<file path="src/rtl/fetch_pkg.sv">
// Shared types and default parameters for the instruction fetch stage.
//   ADDR_W   : RAM byte-address / PC width
//   DATA_W   : RAM byte width
//   INSTR_W  : instruction width (two RAM bytes)
//   RESET_PC : PC loaded on reset (must be even)
package fetch_pkg;

    localparam int unsigned ADDR_W   = 6;
    localparam int unsigned DATA_W   = 8;
    localparam int unsigned INSTR_W  = 2 * DATA_W;
    localparam int unsigned RESET_PC = 0;

    // Fetch sequencer states
    typedef enum logic [2:0] {
        ST_IDLE,
        ST_REQ_HI,
        ST_REQ_LO,
        ST_LATCH,
        ST_VALID
    } state_t;

endpackage

</file>
<file path="src/rtl/instr_fetch.sv">
// Instruction fetch stage: reads two consecutive bytes from the program RAM
// read port, assembles a big-endian 16-bit instruction and hands it to decode
// over a valid/ready handshake. Holds the PC and supports branch redirect.
//   clk, rst          : clock, synchronous active-high reset
//   fetch_en          : permit starting new fetches
//   redirect_valid/addr: branch redirect strobe and target (bit 0 ignored)
//   ram_en, ram_rd    : RAM enable / read request (identical)
//   ram_rd_addr       : RAM read address (0 when not reading)
//   ram_rd_data       : RAM read data, one cycle after the request
//   instr_valid/ready : handshake to decode
//   instr_data/pc     : instruction {byte[pc], byte[pc+1]} and its address
module instr_fetch #(
    parameter int unsigned ADDR_W   = fetch_pkg::ADDR_W,
    parameter int unsigned DATA_W   = fetch_pkg::DATA_W,
    parameter int unsigned RESET_PC = fetch_pkg::RESET_PC
) (
    input  logic                  clk,
    input  logic                  rst,
    input  logic                  fetch_en,
    input  logic                  redirect_valid,
    input  logic [ADDR_W-1:0]     redirect_addr,
    output logic                  ram_en,
    output logic                  ram_rd,
    output logic [ADDR_W-1:0]     ram_rd_addr,
    input  logic [DATA_W-1:0]     ram_rd_data,
    output logic                  instr_valid,
    input  logic                  instr_ready,
    output logic [2*DATA_W-1:0]   instr_data,
    output logic [ADDR_W-1:0]     instr_pc
);

    import fetch_pkg::*;

    localparam int unsigned IW = 2 * DATA_W;
    localparam logic [ADDR_W-1:0] EVEN_MASK = ~ADDR_W'(1);

    state_t              state, state_d;
    logic [ADDR_W-1:0]   pc, pc_d;
    logic [DATA_W-1:0]   hi_byte, hi_byte_d;
    logic                instr_valid_d;
    logic [IW-1:0]       instr_data_d;
    logic [ADDR_W-1:0]   instr_pc_d;

    // State, PC and output registers
    always_ff @(posedge clk) begin
        if (rst) begin
            state       <= ST_IDLE;
            pc          <= ADDR_W'(RESET_PC);
            hi_byte     <= '0;
            instr_valid <= 1'b0;
            instr_data  <= '0;
            instr_pc    <= '0;
        end else begin
            state       <= state_d;
            pc          <= pc_d;
            hi_byte     <= hi_byte_d;
            instr_valid <= instr_valid_d;
            instr_data  <= instr_data_d;
            instr_pc    <= instr_pc_d;
        end
    end

    // Next-state, datapath updates and RAM read-port decode
    always_comb begin
        state_d       = state;
        pc_d          = pc;
        hi_byte_d     = hi_byte;
        instr_valid_d = instr_valid;
        instr_data_d  = instr_data;
        instr_pc_d    = instr_pc;
        ram_rd        = 1'b0;
        ram_rd_addr   = '0;

        case (state)
            ST_IDLE: begin
                if (fetch_en) state_d = ST_REQ_HI;
            end
            ST_REQ_HI: begin
                ram_rd      = 1'b1;
                ram_rd_addr = pc;
                state_d     = ST_REQ_LO;
            end
            ST_REQ_LO: begin
                // ram_rd_data now carries byte[pc] from the REQ_HI read
                ram_rd      = 1'b1;
                ram_rd_addr = pc + ADDR_W'(1);
                hi_byte_d   = ram_rd_data;
                state_d     = ST_LATCH;
            end
            ST_LATCH: begin
                instr_data_d  = {hi_byte, ram_rd_data};
                instr_pc_d    = pc;
                instr_valid_d = 1'b1;
                state_d       = ST_VALID;
            end
            ST_VALID: begin
                if (instr_valid && instr_ready) begin
                    instr_valid_d = 1'b0;
                    pc_d          = pc + ADDR_W'(2);
                    state_d       = fetch_en ? ST_REQ_HI : ST_IDLE;
                end
            end
            default: begin
                state_d = ST_IDLE;
            end
        endcase

        // Redirect wins over everything, including a same-cycle handshake
        if (redirect_valid) begin
            pc_d          = redirect_addr & EVEN_MASK;
            instr_valid_d = 1'b0;
            state_d       = fetch_en ? ST_REQ_HI : ST_IDLE;
        end
    end

    assign ram_en = ram_rd;

endmodule

</file>
<file path="config.mk">
export PLATFORM = sky130hd
export DESIGN_NAME = instr_fetch
export DESIGN_NICKNAME = d
export VERILOG_FILES = /design/src/rtl/fetch_pkg.sv /design/src/rtl/instr_fetch.sv
export SDC_FILE = /design/constraint.sdc
export NUM_CORES = 1
export LEC_CHECK = 0
export ABC_AREA = 1
export CAP_MARGIN = 20
export CORE_MARGIN = 2
export CORE_UTILIZATION = 37
export CTS_CLUSTER_SIZE = 30
export DETAILED_ROUTE_END_ITERATION = 7
export GPL_TIMING_DRIVEN = 0
export PLACE_DENSITY_LB_ADDON = 0.08
export REMOVE_ABC_BUFFERS = 1
export SLEW_MARGIN = 15
export SYNTH_ARGS = -nofsm -noshare
export SYNTH_HDL_FRONTEND = slang
export SYNTH_SLANG_ARGS = --single-unit
</file>
<file path="constraint.sdc">
create_clock -name clk -period 1.3 [get_ports clk]
set_input_delay 0.26 -clock clk [delete_from_list [all_inputs] [get_ports clk]]
set_output_delay 0.26 -clock clk [all_outputs]
set_load 0.005 [all_outputs]
</file>
Word level (Yosys, flattened, before mapping)
Index checks and enable logic that the tools add are counted.
{ "classes": {"add_sub_neg": 2, "reduce_logical": 11, "mux": 12, "eq_ne": 7} }
{ "ops": {"columns": ["operator", "n"], "rows": [
  ["$mux W6", 3],
  ["$pmux W3 S5", 1],
  ["$pmux W6 S2", 1],
  ["$mux W3", 3],
  ["$reduce_and A2 Y1", 4],
  ["$add A6 B1 Y6 const B", 1],
  ["$add A6 B2 Y6 const B", 1],
  ["$eq A3 B2 Y1 const B", 2],
  ["$ne A3 B3 Y1 const B", 2],
  ["$reduce_bool A2 Y1", 3],
  ["$reduce_or A2 Y1", 2],
  ["$eq A3 B1 Y1 const B", 1],
  ["$eq A3 B3 Y1 const B", 1],
  ["$logic_not A3 Y1", 1],
  ["$mux W1", 3],
  ["$ne A2 B2 Y1 const B", 1],
  ["$pmux W1 S2", 1],
  ["$logic_and A1 B1 Y1", 1]
]} }
{ "totals": {"reg_bits": 40, "output_inout_bits": 31} }

Longest topological paths before layout
Gate-level depths: netlist of run 1.
{ "depth": {"word_depth": 4, "depth_mapped": 7, "mapped_depth_nobuf": 7} }

Least setup slack after synthesis of run 1
No wires, ideal clock.
{ "synth_path": {"path_kind": "flip-flop to output port", "startpoint": "reg state[0]", "endpoint": "out ram_rd_addr[1]", "path_stages_with_launch": 6, "arrival_time_ns": 0.917, "path_slack_ns": 0.123, "cell_sequence": "dfxtp_1 nor2_1 nand2_2 nand2_1 inv_2 nor2_1"} }
{ "synth_via": {"elab_chain_cells": 2} }
{ "synth_rtl": {"columns": ["element", "line_no", "text"], "rows": [
  ["start: declaration", "instr_fetch.sv:37", "state_t state, state_d;"],
  ["start signal: assignment", "instr_fetch.sv:54", "state <= state_d;"],
  ["$eq A3 B2 Y1 or $eq A3 B1 Y1 (tied branches)", "instr_fetch.sv:74", "case (state)"],
  ["$pmux W6 S2 (*)", "instr_fetch.sv:74", null],
  ["end: declaration", "instr_fetch.sv:24", "output logic [ADDR_W-1:0] ram_rd_addr,"]
]} }
Mark *: on every way between the ends. The rest lies on a longest branch, timed or not.

Final worst setup path of run 1
{ "layout_path": {"startpoint": "reg state[0]", "endpoint": "out ram_rd_addr[5]"} }
Same word-level chain as after synthesis.

==> results of run 1 <==
[layer usage]
| metal | routed length [um] | share of wire | up-vias |
|---|---|---|---|
| met1 | 1740 | 0.46 | 673 |
| li1 | - | - | 786 |
| met2 | 1810 | 0.47 | 39 |
| met4 | 44 | 0.012 | 0 |
| met5 | 0 | 0 | - |
| met3 | 220 | 0.058 | 5 |
[power by group]
group / switching, mW / internal, mW / total [mW]
logic: 0.166 / 0.177 / 0.343
clock network: 0.405 / 0.614 / 1.02
registers: 0.0334 / 1.20 / 1.24
[timing repair]
| item | 4_1_cts | 5_1_grt |
|---|---|---|
| setup endpoints to repair | 63 | 30 |
| resized for setup | 92 | 13 |
| cloned | 1 | 0 |
| buffers inserted | 12 | 4 |
| pin swaps | 4 | 0 |
[worst max-delay path, stage by stage (launching register included)]
cell and delay, ps:
dfxtp_4 370, nor2_4 140, nand2_4 80, nand2_4 80, inv_4 60, nor2_2 90, buf_2 110
[sequential cells by signal, indices dropped and copies added (netlist names)]
register,flops
instr_data,16
hi_byte,8
instr_pc,5
pc,5
state,3
instr_valid,1
[cell families (layout without fill, tap and decap cells)]
logic type | count (synthesis) | in the layout | share of synthesized area
compound gates | 44 | 44 | 0.141
flops | 38 | 38 | 0.488
xor+xnor | 1 | 1 | 0.00562
fa+ha+maj | 1 | 1 | 0.00803
buf+inv | 24 | 86 | 0.0795
simple gates | 96 | 96 | 0.275
other cells | 1 | 1 | 0.00241
[how the worst min path moves through the flow]
stage / start / endpoint / cells past startpoint
after floorplan: rst / instr_valid$_SDFFE_PP0P_ / 1
after global placement: hi_byte[4]$_SDFFE_PP0N_ / hi_byte[4]$_SDFFE_PP0N_ / 2
after detailed placement: hi_byte[5]$_SDFFE_PP0N_ / hi_byte[5]$_SDFFE_PP0N_ / 2
after CTS: instr_valid$_SDFFE_PP0P_ / instr_valid$_SDFFE_PP0P_ / 2
after global routing: pc[5]$_SDFFE_PP0P_ / pc[5]$_SDFFE_PP0P_ / 2
final: instr_data[2]$_SDFFE_PP0N_ / instr_data[2]$_SDFFE_PP0N_ / 2
[area by class of cell]
cell class / count / area (um^2)
Multi-Input combinational cell: 143 / 711
Inverter: 15 / 82.6
Clock inverter: 1 / 30.0
Sequential cell: 38 / 786
Tap cell: 50 / 62.6
Timing Repair inverter: 1 / 7.51
Fill cell: 386 / 1720
Clock buffer: 6 / 82.6
Timing Repair Buffer: 63 / 548
[cell usage after synthesis (2+ instances only)]
master	instances
nand3_1	9
nor3_1	2
nand4_1	2
a21oi_1	11
o21ai_0	33
inv_1	10
nand2_1	14
dfxtp_1	38
buf_6	3
buf_4	2
nor2_1	60
or2_2	2
inv_2	4
clkbuf_1	3
[stage by stage]
stage	hold WS [ps]	worst slack, ps	instance area [um^2]	TNS, ps	util
final	468	-162	2310	-988	0.573
after global routing	501	-213	2310	-1590	0.573
after CTS	472	-152	2260	-956	0.562
after detailed placement	467	-571	2030	-21170	0.503
after global placement	460	-561	2030	-21210	0.503
after floorplan	329	103	1490	0	-
==> results.ini, run 1 <==
[outcome]
status = finished, violations left
violations = setup timing

[critical_path]
required_ps = 1040
critPathLaunch = state[0]$_SDFFE_PP0P_
crit_path_end_kind = primary output
reg2reg_slack_ps = 50
r2r-end = hi_byte[2]$_SDFFE_PP0N_
r2r_cells = 7
arrival_ps = 1200
critPathKind = flip-flop to primary output
r2r_start = state[0]$_SDFFE_PP0P_
cp-endpoint = ram_rd_addr[5]
startpoint_type = flip-flop
cp_max_fo = 6

[placed_design]
gp_congestion = 0.836
io_buffers = 47
hpwl_mm = 2.25
dp_cells = 293

[yosys]
synth-async-reset-ratio = 0
yosysWarnings = 0
ys_types = 26
synth_top_area_share = 0.488
synth_area_leaders = dfxtp_1 (49%), nor2_1 (14%), o21ai_0 (11%), a21oi_1 (3.5%), nand2_1 (3.4%)
seq_area_frac_synth = 0.488
syn_avg_cell_area_um2 = 7.60
syn-instance-count = 205
synth_area_um2 = 1560
ys_ff_latch = 38
synth_enable_flop_cells = 0
synthFlopType = dfxtp_1
synth_top_area_cell = dfxtp_1

[power]
p_leak_nw = 1.03
power_mw = 2.60
ir_drop_uv = 676
p_per_area_nw_per_um2 = 1130

[routing]
wire_per_inst_um = 12.0
dr.pass1.iters = 4
antenna_left = 0
via_per_inst = 4.74
vias = 1503
wl_mm = 3.81
drt-initial-drc-count = 75
drcViolationCount = 0

[timing]
rsz0062_at_grt = true
fin_crit_sh = 1.12
slew_viol_final = 0
setup_slack_ps = -162
clock_skew_ps = 6.98
clock.fmax_ghz = 0.684
setup_violations = 8
hold_violations = 0
min_period_ps = 1460

[grt]
grt_max_degree = 28
grt_overflow = 0
use_met3 = 0.0633
use_met2 = 0.304
grt_use_met1 = 0.203
grt_pass1_wl_mm = 6.09
grt_busiest_layer = met2
antenna_found_initial = 0
grt_pass1_vias = 1363
track_usage = 0.176

[die]
row_count = 23
start_util = 0.387
ios = 50
core_area_um2 = 4030
fp.dieH_um = 68.9
die_w_um = 68.9
dieArea_um2 = 4750

[clock_tree]
clk_latency_ps = 290
cts_tree = built
clock-root-buffer = clkbuf_8
numCtsBuffers = 5
clockBufferDepth = 2
clk_pin_slew_worst_paths_ps = 70
ctsHoldBuffers = 0
clock-sinks = 38
h-tree-depth = 2

[min_path]
worstHoldPathType = flip-flop to flip-flop

[final_layout]
layout-drive-gt1-share = 0.258
final_cells = 317
final_cell_mix = nor2_1 (55), o21ai_0 (27), dfxtp_1 (24), dlygate4sd2_1 (23), clkdlybuf4s50_1 (16)
final_common_cell = nor2_1
area_growth_pct = 48.3
diodes = 0
layout.nets = 287

[job]
cap_violations = 0

Power figures use the tool's default switching activity.
==> run 2: changes to the inputs <==
--- a/config.mk
+++ b/config.mk
@@ -7,8 +7,10 @@
 export LEC_CHECK = 0
 export ABC_AREA = 1
 export CAP_MARGIN = 20
+export CELL_PAD_IN_SITES_DETAIL_PLACEMENT = 1
+export CELL_PAD_IN_SITES_GLOBAL_PLACEMENT = 1
 export CORE_MARGIN = 2
-export CORE_UTILIZATION = 37
+export CORE_UTILIZATION = 32
 export CTS_CLUSTER_SIZE = 30
 export DETAILED_ROUTE_END_ITERATION = 7
 export GPL_TIMING_DRIVEN = 0
==> constraint.sdc (replaced) <==
create_clock -name clk -period 1.55 [get_ports clk]
set_input_delay 0.31 -clock clk [delete_from_list [all_inputs] [get_ports clk]]
set_output_delay 0.31 -clock clk [all_outputs]
set_load 0.005 [all_outputs]
==> run 2 against run 1 <==
The run still ends with setup timing left; total power decreased by 25%; clock power decreased by 37%; critical endpoint is now ram_rd_addr[1]; combinational power decreased by 22%; die area increased by 15%; first-iteration DRC count decreased by 8.0%; global-route usage decreased by 1.7 points; register-to-register slack improved by 200 ps; highest routed layer unchanged; sequential power decreased by 16%; non-clock buffer count decreased by 10; routed wire length increased by 0.81%.
==> results.ini, run 2 (synthesis results as in run 1) <==
[final_layout]
final_cell_mix = nor2_1 (54), clkdlybuf4s50_1 (38), dfxtp_1 (35), o21ai_0 (33), nand2_1 (13)
largest_reg_flops = 16  ; unchanged
final_common_cell = nor2_1
final_util = 0.467  ; -0.107
diodes = 0  ; unchanged
layout.nets = 276  ; -3.8%
layout-drive-gt1-share = 0.180  ; -0.0787
reg.largest.list = instr_data x16, hi_byte x8
top_register = instr_data
area_growth_pct = 41.5
final_cells = 323  ; +1.9%
fin_area_um2 = 2200  ; -4.6%

[grt]
track_usage = 0.158  ; -0.0174
grt_pass1_vias = 1437  ; +5.4%
antenna_found_initial = 0  ; unchanged
grt_overflow = 0  ; unchanged
grt_max_degree = 33  ; +18%
grt_pass1_wl_mm = 6.46  ; +6.1%

[timing]
clock_skew_ps = 6.27  ; -0.712 ps
clock.fmax_ghz = 0.632
min_period_ps = 1580
fin_crit_sh = 1.02
hold_violations = 0  ; unchanged
slew_viol_final = 0  ; unchanged
setup_violations = 5  ; -3
setup_tns_ps = -97.4  ; +890 ps
rsz0062_at_grt = true
setup_slack_ps = -31.1  ; +131 ps
whs_ps = 476  ; +7.55 ps

[routing]
vias = 1473  ; -2.0%
drcViolationCount = 0  ; unchanged
via_per_inst = 4.56  ; -3.8%
dr.pass1.iters = 4  ; unchanged
drt-initial-drc-count = 69  ; -8.0%
antenna_left = 0  ; unchanged
wl_mm = 3.84  ; +0.81%
wire_per_inst_um = 11.9  ; -1.1%

[placed_design]
hpwl_mm = 2.65  ; +18%
post-place-ws_ps = -413  ; +158 ps
dpl_cell_area_um2 = 2050  ; +1.1%
gp_congestion = 0.756  ; -9.5%
dp_cells = 310  ; +5.8%
io_buffers = 47  ; unchanged

[critical_path]
required_ps = 1240  ; +200 ps
startpoint_type = flip-flop
critPathKind = flip-flop to primary output
crit_path_end_kind = primary output
cp_max_fo = 6  ; unchanged
arrival_ps = 1270  ; +70 ps

[clock_tree]
numCtsBuffers = 5  ; unchanged
h-tree-depth = 2  ; unchanged
clock-root-buffer = clkbuf_8
clk_latency_ps = 290  ; about the same
cts_tree = built
ctsHoldBuffers = 0  ; unchanged
clockBufferDepth = 2  ; unchanged
clock-sinks = 38  ; unchanged
clk_pin_slew_worst_paths_ps = 70  ; about the same

[die]
row_count = 25  ; +8.7%
fp.dieH_um = 73.8  ; +7.1%
core_area_um2 = 4720  ; +17%
dieArea_um2 = 5440  ; +15%
ios = 50  ; unchanged
start_util = 0.330  ; -0.0568
die_w_um = 73.8  ; +7.1%

[power]
p_leak_nw = 0.855  ; -17%
power_mw = 1.95  ; -25%
p_per_area_nw_per_um2 = 883  ; -22%
ir_drop_uv = 444  ; -34%

[outcome]
status = finished, violations left
violations = setup timing

[job]
cap_violations = 0  ; unchanged

[min_path]
worstHoldPathType = flip-flop to flip-flop

==> run 2: cell count changes in the layout (fill, tap and decap cells not counted), sizes merged <==
cell / change
bufinv: -1
clkdlybuf4s50: +22
clkinv: +2
clkbuf: +2
buf: -13
dlygate4sd2: -22
clkinvlp: -1
==> run 2: timing repair <==
item | 4_1_cts | 5_1_grt
buffers inserted | 6 | 0
gates resized for setup | 45 | 12
pin swaps | 4 | 5
endpoints found under the setup margin | 40 | 8
==> run 2: final cells by class <==
cell class / count / area, um^2
Clock buffer: 5 / 68.8
Clock inverter: 2 / 10.0
Fill cell: 603 / 2520
Inverter: 15 / 82.6
Multi-Input combinational cell: 143 / 706
Sequential cell: 38 / 772
Tap cell: 67 / 83.8
Timing Repair Buffer: 53 / 482
==> run 2: path summary, 6_finish.rpt <==
check,startpoint,end,slack [ps],cells past startpoint
min,hi_byte[2]$_SDFFE_PP0N_,hi_byte[2]$_SDFFE_PP0N_,480,2
min reg2reg,hi_byte[2]$_SDFFE_PP0N_,hi_byte[2]$_SDFFE_PP0N_,480,2
max,state[2]$_SDFFE_PP0P_,ram_rd_addr[1],-30,6
max reg2reg,state[0]$_SDFFE_PP0P_,state[2]$_SDFFE_PP0P_,250,5
==> run 2: critical path, stage by stage, from the launching register on <==
cell and delay (ps):
dfxtp_4 370, nor2_4 110, nand2_2 80, nand2_2 110, clkinv_4 110, nor2_4 100, buf_2 110
==> run 2: metal layers <==
metal	vias up	global-route usage	wire length (um)
li1	764	-	-
met3	5	0.0549	158
met1	665	0.192	1800
met2	39	0.259	1830
met4	0	0.0566	54
met5	-	0	0
==> run 2: power breakdown <==
| part | switching [mW] | internal, mW |
|---|---|---|
| Sequential | 0.0273 | 1.01 |
| Combinational | 0.136 | 0.131 |
| Clock | 0.342 | 0.302 |
| Total | 0.506 | 1.44 |
